$ cat src/rtl/pe_ctrl_pkg.sv
// Shared constants for the PE array controller: FSM state codes, the default array size,
// the weight-load length and the skew offsets of the psum-zero and result-push windows.
package pe_ctrl_pkg;

    localparam logic [1:0] ST_IDLE   = 2'd0;
    localparam logic [1:0] ST_LOAD_W = 2'd1;
    localparam logic [1:0] ST_RUN    = 2'd2;
    localparam logic [1:0] ST_DONE   = 2'd3;

    localparam int ARRAY_DIM_DEF = 4;
    localparam int LOAD_W_LEN    = 16;
    localparam int PSUM_OFS      = 4;
    localparam int RES_OFS       = 5;

endpackage

$ cat src/rtl/pe_skew_window.sv
// One skewed window bit: high while 0 <= t - offset < num_vec.
module pe_skew_window #(
    parameter int VEC_W = 8
) (
    input  logic [VEC_W:0]   t,
    input  logic [VEC_W:0]   offset,
    input  logic [VEC_W-1:0] num_vec,
    output logic             win
);

    logic [VEC_W:0] delta;

    assign delta = t - offset;
    assign win   = (t >= offset) && (delta < {1'b0, num_vec});

endmodule

$ cat src/rtl/pe_array_ctrl.sv
// Sequencer for an ARRAY_DIM x ARRAY_DIM systolic PE array: weight load, skewed run, done pulse.
// Build option PE_CTRL_WEIGHT_REUSE_EN adds reuse_w_in to skip LOAD_W when weights are still valid.
module pe_array_ctrl
    import pe_ctrl_pkg::*;
#(
    parameter int ARRAY_DIM = ARRAY_DIM_DEF,
    parameter int VEC_W     = 8
) (
    input  logic                 clk_in,
    input  logic                 rst_in,
    input  logic                 start_in,
    input  logic [VEC_W-1:0]     num_vec_in,
`ifdef PE_CTRL_WEIGHT_REUSE_EN
    input  logic                 reuse_w_in,
`endif
    output logic                 busy_out,
    output logic                 done_out,
    output logic                 load_weight_out,
    output logic [3:0]           weight_addr_out,
    output logic [ARRAY_DIM-1:0] act_pop_out,
    output logic [ARRAY_DIM-1:0] psum_zero_out,
    output logic [ARRAY_DIM-1:0] res_push_out
);

    logic [1:0]           state, state_nxt;
    logic [3:0]           wcnt, wcnt_nxt;
    logic [VEC_W:0]       t, t_nxt, run_last;
    logic [VEC_W-1:0]     nv, nv_nxt;
    logic                 reuse_ok;
    logic                 run_nxt;
    logic [ARRAY_DIM-1:0] act_win, psum_win, res_win;

    // RUN lasts nv + ARRAY_DIM + 4 cycles; one extra counter bit keeps nv = max from wrapping.
    assign run_last = {1'b0, nv} + (VEC_W+1)'(ARRAY_DIM + 3);

`ifdef PE_CTRL_WEIGHT_REUSE_EN
    logic w_valid;

    always_ff @(posedge clk_in or posedge rst_in) begin
        if (rst_in)
            w_valid <= 1'b0;
        else if (state == ST_LOAD_W && wcnt == 4'(LOAD_W_LEN - 1))
            w_valid <= 1'b1;
    end

    assign reuse_ok = reuse_w_in && w_valid;
`else
    assign reuse_ok = 1'b0;
`endif

    always_comb begin
        // NOTE: every variable gets a default first so no path leaves it unassigned (no latch).
        state_nxt = state;
        wcnt_nxt  = wcnt;
        t_nxt     = t;
        nv_nxt    = nv;
        case (state)
            ST_IDLE: begin
                if (start_in) begin
                    nv_nxt = num_vec_in;
                    if (num_vec_in == '0) begin
                        state_nxt = ST_DONE;
                    end else if (reuse_ok) begin
                        state_nxt = ST_RUN;
                        t_nxt     = '0;
                    end else begin
                        state_nxt = ST_LOAD_W;
                        wcnt_nxt  = '0;
                    end
                end
            end
            ST_LOAD_W: begin
                wcnt_nxt = wcnt + 4'd1;
                if (wcnt == 4'(LOAD_W_LEN - 1)) begin
                    state_nxt = ST_RUN;
                    t_nxt     = '0;
                end
            end
            ST_RUN: begin
                t_nxt = t + 1'b1;
                if (t == run_last)
                    state_nxt = ST_DONE;
            end
            default: state_nxt = ST_IDLE;
        endcase
    end

    assign run_nxt = (state_nxt == ST_RUN);

    // Windows are evaluated on next-cycle t so that the flopped outputs line up with RUN cycle t.
    for (genvar i = 0; i < ARRAY_DIM; i++) begin : g_win
        pe_skew_window #(.VEC_W(VEC_W)) u_act (
            .t(t_nxt), .offset((VEC_W+1)'(i)), .num_vec(nv_nxt), .win(act_win[i]));
        pe_skew_window #(.VEC_W(VEC_W)) u_psum (
            .t(t_nxt), .offset((VEC_W+1)'(PSUM_OFS + i)), .num_vec(nv_nxt), .win(psum_win[i]));
        pe_skew_window #(.VEC_W(VEC_W)) u_res (
            .t(t_nxt), .offset((VEC_W+1)'(RES_OFS + i)), .num_vec(nv_nxt), .win(res_win[i]));
    end

    always_ff @(posedge clk_in or posedge rst_in) begin
        if (rst_in) begin
            state           <= ST_IDLE;
            wcnt            <= '0;
            t               <= '0;
            nv              <= '0;
            busy_out        <= 1'b0;
            done_out        <= 1'b0;
            load_weight_out <= 1'b0;
            weight_addr_out <= '0;
            act_pop_out     <= '0;
            psum_zero_out   <= '0;
            res_push_out    <= '0;
        end else begin
            // NOTE: non-blocking so every flop samples pre-edge values, independent of statement order.
            state           <= state_nxt;
            wcnt            <= wcnt_nxt;
            t               <= t_nxt;
            nv              <= nv_nxt;
            busy_out        <= (state_nxt == ST_LOAD_W) || run_nxt;
            done_out        <= (state_nxt == ST_DONE);
            load_weight_out <= (state_nxt == ST_LOAD_W);
            weight_addr_out <= (state_nxt == ST_LOAD_W) ? wcnt_nxt : 4'd0;
            act_pop_out     <= run_nxt ? act_win  : '0;
            psum_zero_out   <= run_nxt ? psum_win : '0;
            res_push_out    <= run_nxt ? res_win  : '0;
        end
    end

endmodule

$ cat config.mk
export PLATFORM = sky130hd
export DESIGN_NAME = pe_array_ctrl
export DESIGN_NICKNAME = d
export VERILOG_FILES = /design/src/rtl/pe_ctrl_pkg.sv /design/src/rtl/pe_skew_window.sv /design/src/rtl/pe_array_ctrl.sv
export SDC_FILE = /design/constraint.sdc
export NUM_CORES = 1
export LEC_CHECK = 0
export CORE_ASPECT_RATIO = 1.4
export CORE_MARGIN = 3
export CORE_UTILIZATION = 57
export DETAILED_ROUTE_END_ITERATION = 7
export HOLD_SLACK_MARGIN = 0.05
export PLACE_DENSITY = 0.83
export REMOVE_ABC_BUFFERS = 1
export SLEW_MARGIN = 20
export SYNTH_ARGS = -nofsm -noshare
export SYNTH_HDL_FRONTEND = slang
export SYNTH_SLANG_ARGS = --single-unit
$ cat constraint.sdc
create_clock -name clk_in -period 4.85 [get_ports clk_in]
set_input_delay 1.455 -clock clk_in [delete_from_list [all_inputs] [get_ports clk_in]]
set_output_delay 1.455 -clock clk_in [all_outputs]
set_load 0.1 [all_outputs]
Yosys cells after proc, flatten, opt, wreduce, memory -nomap -nowiden
Cells that the tools add are included.
Widths: inputs -> output; s select.

storage, ports and cells
  bits in registers = 42
  input bits = 11
  output and inout bits = 19
  logic and storage cells = 75

cells by class
  add/subtract/negate cells = 11
  magnitude comparators = 18
  equal/unequal tests = 7
  mux-type cells = 16
  reductions and logical operators = 12

operators with widths
  cell                 count
  $lt 9x8->1           9
  $ge 9x3->1 const B   4
  $sub 9x3->9 const B  4
  $mux 4               6
  $ge 9x1->1 const B   2
  $ge 9x2->1 const B   2
  $pmux 9 s2           1
  $sub 9x2->9 const B  2
  $mux 8               2
  $add 8x3->9 const B  1
  $add 9x1->9 const B  1
  $eq 9x9->1           1
  $ge 9x4->1 const B   1
  $logic_and 1x1->1    9
  $mux 9               1
  $sub 9x1->9 const B  1
  $sub 9x4->9 const B  1
  $logic_not 8->1      1
  $mux 2               4
  $pmux 4 s2           1
  $eq 2x2->1 const B   3
  $pmux 2 s3           1
  $add 4x1->4 const B  1
  $eq 2x1->1 const B   2
  other kinds (3)      3

Longest topological paths before layout
  depth in word-level cells = 7
  gate-level depth with buffers = 18
  depth with buffers taken out = 16

By module
From an unflattened synthesis, not the netlist that was laid out.

second synthesis, totals
  cells, all modules = 1179
  area total of the unflattened synthesis = 9331.4 um^2

modules (own cells, without submodules)
  module                                instances  cells an instance  area an instance (um^2)  seq. area each (um^2)
  pe_skew_window (g_win[0].u_act ...)   10         81                 595.6                    0.0
  pe_array_ctrl                         1          211                2212.1                   1051.0
  pe_skew_window (g_win[3].u_psum ...)  2          79                 581.8                    0.0

Least setup slack after synthesis
No wires, ideal clock.

  kind = register to register
  start = register state[0]
  end = register act_pop_out[1]
  setup time = 0.095 ns
  arrival time = 4.155 ns
  required time = 4.755 ns
  slack = 0.600 ns
  stages on the path, launching flop included = 18
  buffers on the path = 2
  clock period less this slack = 4.250 ns
  cells stage by stage = dfrtp_1 -> inv_1 -> ha_1 -> buf_2 -> and2b_1 -> nor2_4 -> a21o_1 -> clkbuf_1 -> inv_1 -> ha_1 -> a2111oi_0 -> nand2_1 -> xnor2_1 -> ha_1 -> o21a_1 -> o21ai_0 -> a31oi_1 -> nor4b_2

between the ends
  word-level cells in the longest chain between the ends = 6
  elaborated cells between the ends (all ways) = 15
  classes of those cells = add/sub: 1; order compare: 2; eq/ne: 3; mux: 7; reduce/logical: 2

RTL lines
  item                                             line                  RTL
  from (decl)                                      pe_array_ctrl.sv:25   logic [1:0] state, state_nxt;
  from (signal assigned)                           pe_array_ctrl.sv:115  state <= state_nxt;
  $eq 2x2->1 / $eq 2x1->1 (equally long branches)  pe_array_ctrl.sv:57   case (state)
  $pmux 9 s2 *                                     pe_array_ctrl.sv:57
  named net g_win[0].u_act.delta[2]                pe_skew_window.sv:11  logic [VEC_W:0] delta;
  $sub 9x1->9                                      pe_skew_window.sv:13  assign delta = t - offset;
  $lt 9x8->1                                       pe_skew_window.sv:14  assign win = (t >= offset) && (delta < {1'b0, num_vec});
  $logic_and 1x1->1 *                              pe_skew_window.sv:14
  $mux 4 *                                         pe_array_ctrl.sv:123  act_pop_out <= run_nxt ? act_win : '0;
  to (signal assigned)                             pe_array_ctrl.sv:123
  to (decl)                                        pe_array_ctrl.sv:20   output logic [ARRAY_DIM-1:0] act_pop_out,

The timed path passes the listed nets; every way through them passes the cells marked *.

Worst setup path in the final report
  start = register state[1]
  end = register act_pop_out[1]

between the ends
  word-level cells in the longest chain between the ends = 6
  elaborated cells between the ends (all ways) = 15
  classes of those cells = add/sub: 1; order compare: 2; eq/ne: 3; mux: 7; reduce/logical: 2

RTL lines
  item                                             line
  $eq 2x2->1 / $eq 2x1->1 (equally long branches)  pe_array_ctrl.sv:57
  $pmux 9 s2                                       pe_array_ctrl.sv:57
  $sub 9x1->9                                      pe_skew_window.sv:13
  $lt 9x8->1                                       pe_skew_window.sv:14
  $logic_and 1x1->1                                pe_skew_window.sv:14
  $mux 4 *                                         pe_array_ctrl.sv:123

Mark *: on every way between the ends. The rest lies on a longest branch, timed or not.

==> flow_summary.json <==
{
  "run_status": "finished clean",
  "yosysWarnings": 0,
  "synth.top_cell.area_share_pct": 22.0,
  "maxSlewHeadroom_pct": 34.0,
  "crit_path_frequent_cell": "sky130_fd_sc_hd__ha_1",
  "r2r_end": "act_pop_out[1]",
  "achievable-frequency_mhz": 238,
  "reg2reg_setup_slack_ps": 650,
  "synth.area.top_cells": "sky130_fd_sc_hd__dfrtp_1 22%, sky130_fd_sc_hd__ha_1 22%, sky130_fd_sc_hd__xnor2_1 8.1%, sky130_fd_sc_hd__a21oi_1 2.8%, sky130_fd_sc_hd__inv_1 2.6%",
  "tritoncts": "yes",
  "finalHoldViolations": 0,
  "ctsHoldBuffers": 0,
  "clkTransAtPathRegs_ps": 80,
  "grt_util_all_layers_pct": 29.3,
  "detail_route.wl_per_cell_um": 20.3,
  "portBuffers": 29,
  "critical_path.top_delay_family": "compound AO/OA/AOI/OAI gates",
  "yosys_register_bits": 39,
  "wp_depth": 16,
  "setup_violations": 0,
  "diodes": 0,
  "synth-seq-area-share_pct": 22.0,
  "detailedPlacementHpwl_um": 9450,
  "grt_pass1_wl_um": 19800,
  "edff_count_synth": 0,
  "post_synthesis_instance_area_sq_um": 4430,
  "async_reset_ff_share_pct": 100,
  "worst_ir_drop_vdd_v": 0.000455,
  "route.antenna.remaining_nets": 0,
  "timing_worst_slew_pin_value_ps": 987,
  "syn_inst": 479,
  "floorplan.die_area_sq_um": 8880,
  "cts_max_level": 2,
  "register_area_sq_um": 976,
  "critical_path_buf_inv_count": 3,
  "worst_path_max_delay_cell": "sky130_fd_sc_hd__a2111oi_0",
  "grt_overflow_total": 0,
  "postCtsSetupBuffers": 0,
  "synth_area_per_cell_sq_um": 9.25,
  "drtIter0Drc": 217,
  "crit_path_max_fanout": 10,
  "clock_latency_on_the_worst_skew_pair_ps": 300,
  "first_pass_iters": 5,
  "drcViolationCount": 0,
  "rsz_0062_raised_after_global_routing": "no",
  "worst-endpoint-arrival_ps": 4390,
  "worst_reg2reg_path_length_in_cells": 16,
  "via_count_of_the_first_global_routing_pass": 4024,
  "cts.root.buffer_cell": "sky130_fd_sc_hd__clkbuf_8",
  "peak_per_stage_delay_on_the_critical_path_ps": 520,
  "antenna_found_initial": 0,
  "die-width_um": 80.5,
  "final.min_clock_period_ps": 4200,
  "final_max_slew_viol_count": 0,
  "ctsLongestPathBuffers": 2,
  "die_h_um": 110,
  "initial_util_pct": 59.4,
  "synthFlopType": "sky130_fd_sc_hd__dfrtp_1",
  "routed_wl_um": 12300,
  "drt-vias-per-instance": 6.50,
  "finalWorstSetupSlack_ps": 653,
  "critical_path.startpoint_type": "flip-flop",
  "cp-endpoint": "act_pop_out[1]",
  "cts_inserted_buffers": 5,
  "p_leak_nw": 2.29,
  "floorplan.core_area_sq_um": 7450,
  "ys_types": 77,
  "endpoint_kind": "flip-flop",
  "layout-drive-gt1-share_pct": 9.43,
  "setup_tns_ps": 0,
  "multiInputGateArea_sq_um": 3200,
  "number_of_placed_i_o_pins": 30,
  "worstSetupStartpoint": "state[1]",
  "design.final.nets": 598,
  "clock-sinks": 39,
  "core.rowCount": 37,
  "crit_chain": "inv_1 > ha_1 > and2b_1 > nor2_4 > a21o_1 > inv_1 > ha_1 > a2111oi_0 > buf_4 > nand2_1 > xnor2_1 > ha_1 > o21a_1 > o21ai_0 > a31oi_1 > nor4b_2",
  "placement.setup.worst_slack_ps": 467,
  "layout_worst_path_cycle_share_pct": 86.5,
  "place.gp.congestion": 0.970,
  "final.fill_count": 604,
  "worstPathRequired_ps": 5050,
  "worst_clock_skew_ps": 4.91,
  "via_count": 3938,
  "min_path_type": "reg -> reg",
  "pwr_density_cell_nw_per_um2": 653,
  "ctsResizeCount": 0,
  "grt_start_max_net_pins": 40,
  "max-cap-violations": 0,
  "netlist.top_cell.by_area": "sky130_fd_sc_hd__dfrtp_1",
  "layout-area-overhead-vs-synth_pct": 11.0,
  "crit-reg2reg-launch": "state[1]",
  "worst-setup-path-type": "reg -> reg"
}
placed cells by master (no fill, tap or decap), types with 5 or more instances in the layout:
cell / instances
sky130_fd_sc_hd__o21ai_0: 12
sky130_fd_sc_hd__buf_4: 13
sky130_fd_sc_hd__a311oi_1: 5
sky130_fd_sc_hd__a21oi_1: 25
sky130_fd_sc_hd__dfrtp_1: 39
sky130_fd_sc_hd__nor2_1: 15
sky130_fd_sc_hd__nand3b_1: 7
sky130_fd_sc_hd__a211oi_1: 7
sky130_fd_sc_hd__xnor2_1: 41
sky130_fd_sc_hd__nor3_1: 5
sky130_fd_sc_hd__clkdlybuf4s50_1: 29
sky130_fd_sc_hd__a31oi_1: 7
sky130_fd_sc_hd__o21a_1: 6
sky130_fd_sc_hd__ha_1: 78
sky130_fd_sc_hd__xor2_1: 8
sky130_fd_sc_hd__nand2_1: 29
sky130_fd_sc_hd__a21o_1: 13
sky130_fd_sc_hd__nand2b_1: 8
sky130_fd_sc_hd__mux2i_1: 11
sky130_fd_sc_hd__nand3_1: 16
sky130_fd_sc_hd__clkbuf_8: 6
sky130_fd_sc_hd__and2_1: 7
sky130_fd_sc_hd__inv_1: 31
per-stage QoR:
stage	instance area, sq um	total power, mW	utilization [%]	hold WS (ps)	instances
floorplan	4320	2.24	-	506	460
global placement	4830	2.82	64.8	540	599
detailed placement	4830	2.93	64.8	548	599
CTS	4920	3.18	66.0	571	606
global route	4920	3.49	66.0	598	606
finish	4920	3.21	66.0	571	606
layout make-up:
type / instances / area share (%)
clock buffers: 6 / 1.68
well taps: 97 / 2.47
clock inverters: 1 / 0.102
flip-flops and latches: 39 / 19.8
multi-input cells: 385 / 65.2
inverters: 36 / 2.85
repair buffers: 42 / 7.89
sequential cells by signal (all words and copies together), names as in the netlist:
register	cells
t	9
nv	8
act_pop_out	4
res_push_out	4
wcnt	4
weight_addr_out	4
state	2
busy_out	1
done_out	1
load_weight_out	1
psum_zero_out	1
metal layers:
metal	wire length, um	share of wire (%)	GRT usage (%)	vias to the layer above
li1	-	-	-	1809
met2	6170	50	51.8	169
met3	667	5.4	4.23	69
met5	0	0	0	-
met4	936	7.6	21.7	0
met1	4540	37	31.2	1891
where the power goes:
group | switching, mW | internal (mW)
clock | 0.118 | 0.112
sequential | 0.0955 | 0.414
combinational | 1.49 | 0.987
how the worst min path moves through the flow:
stage / cells past startpoint / end / slack (ps) / from
3_3_place_gp: 1 / wcnt[1] / 540 / wcnt[1]
3_5_place_dp: 1 / wcnt[1] / 550 / wcnt[1]
2_1_floorplan: 1 / wcnt[1] / 510 / wcnt[1]
5_1_grt: 1 / wcnt[1] / 600 / wcnt[1]
6_report: 1 / wcnt[1] / 570 / wcnt[1]
4_1_cts: 1 / wcnt[1] / 570 / wcnt[1]
cell usage after synthesis, drive strengths merged (3+ instances only):
cell type,count
ha,78
nor4b,3
and2,7
nor2,16
a221oi,3
dfrtp,39
o21a,6
nand3b,7
nor3,5
nand4b,3
nor4,5
mux2,3
clkbuf,5
nand2,29
and3,3
o21ai,12
a21oi,28
a21boi,3
or2,3
a211oi,7
nand4,4
mux2i,11
xor2,8
nand2b,8
o211ai,4
xnor2,41
a2111oi,3
a22o,3
o2111ai,3
nand3,16
buf,14
nor2b,4
inv,34
a31oi,7
a21o,13
a311oi,5
worst reg2reg max path, cell delays in order, from the launching register on:
cell and delay, ps:
sky130_fd_sc_hd__dfrtp_1 430, sky130_fd_sc_hd__inv_1 110, sky130_fd_sc_hd__ha_1 360, sky130_fd_sc_hd__and2b_1 280, sky130_fd_sc_hd__nor2_4 340, sky130_fd_sc_hd__a21o_1 210
sky130_fd_sc_hd__inv_1 110, sky130_fd_sc_hd__ha_1 280, sky130_fd_sc_hd__a2111oi_0 520, sky130_fd_sc_hd__buf_4 220, sky130_fd_sc_hd__nand2_1 70, sky130_fd_sc_hd__xnor2_1 150
sky130_fd_sc_hd__ha_1 290, sky130_fd_sc_hd__o21a_1 110, sky130_fd_sc_hd__o21ai_0 180, sky130_fd_sc_hd__a31oi_1 90, sky130_fd_sc_hd__nor4b_2 340
kinds of logic (layout without fill, tap and decap cells):
logic type	count (synthesis)	after routing	synth area share, %
DFF	39	39	22.0
buffers and inverters	55	85	5.65
AOI/OAI and AO/OA	119	119	20.6
xor gates and xnor gates	49	49	9.69
adders and majority gates	79	79	22.3
and+or+nand+nor	124	124	16.5
muxes	14	14	3.25
Power figures use the tool's default switching activity.
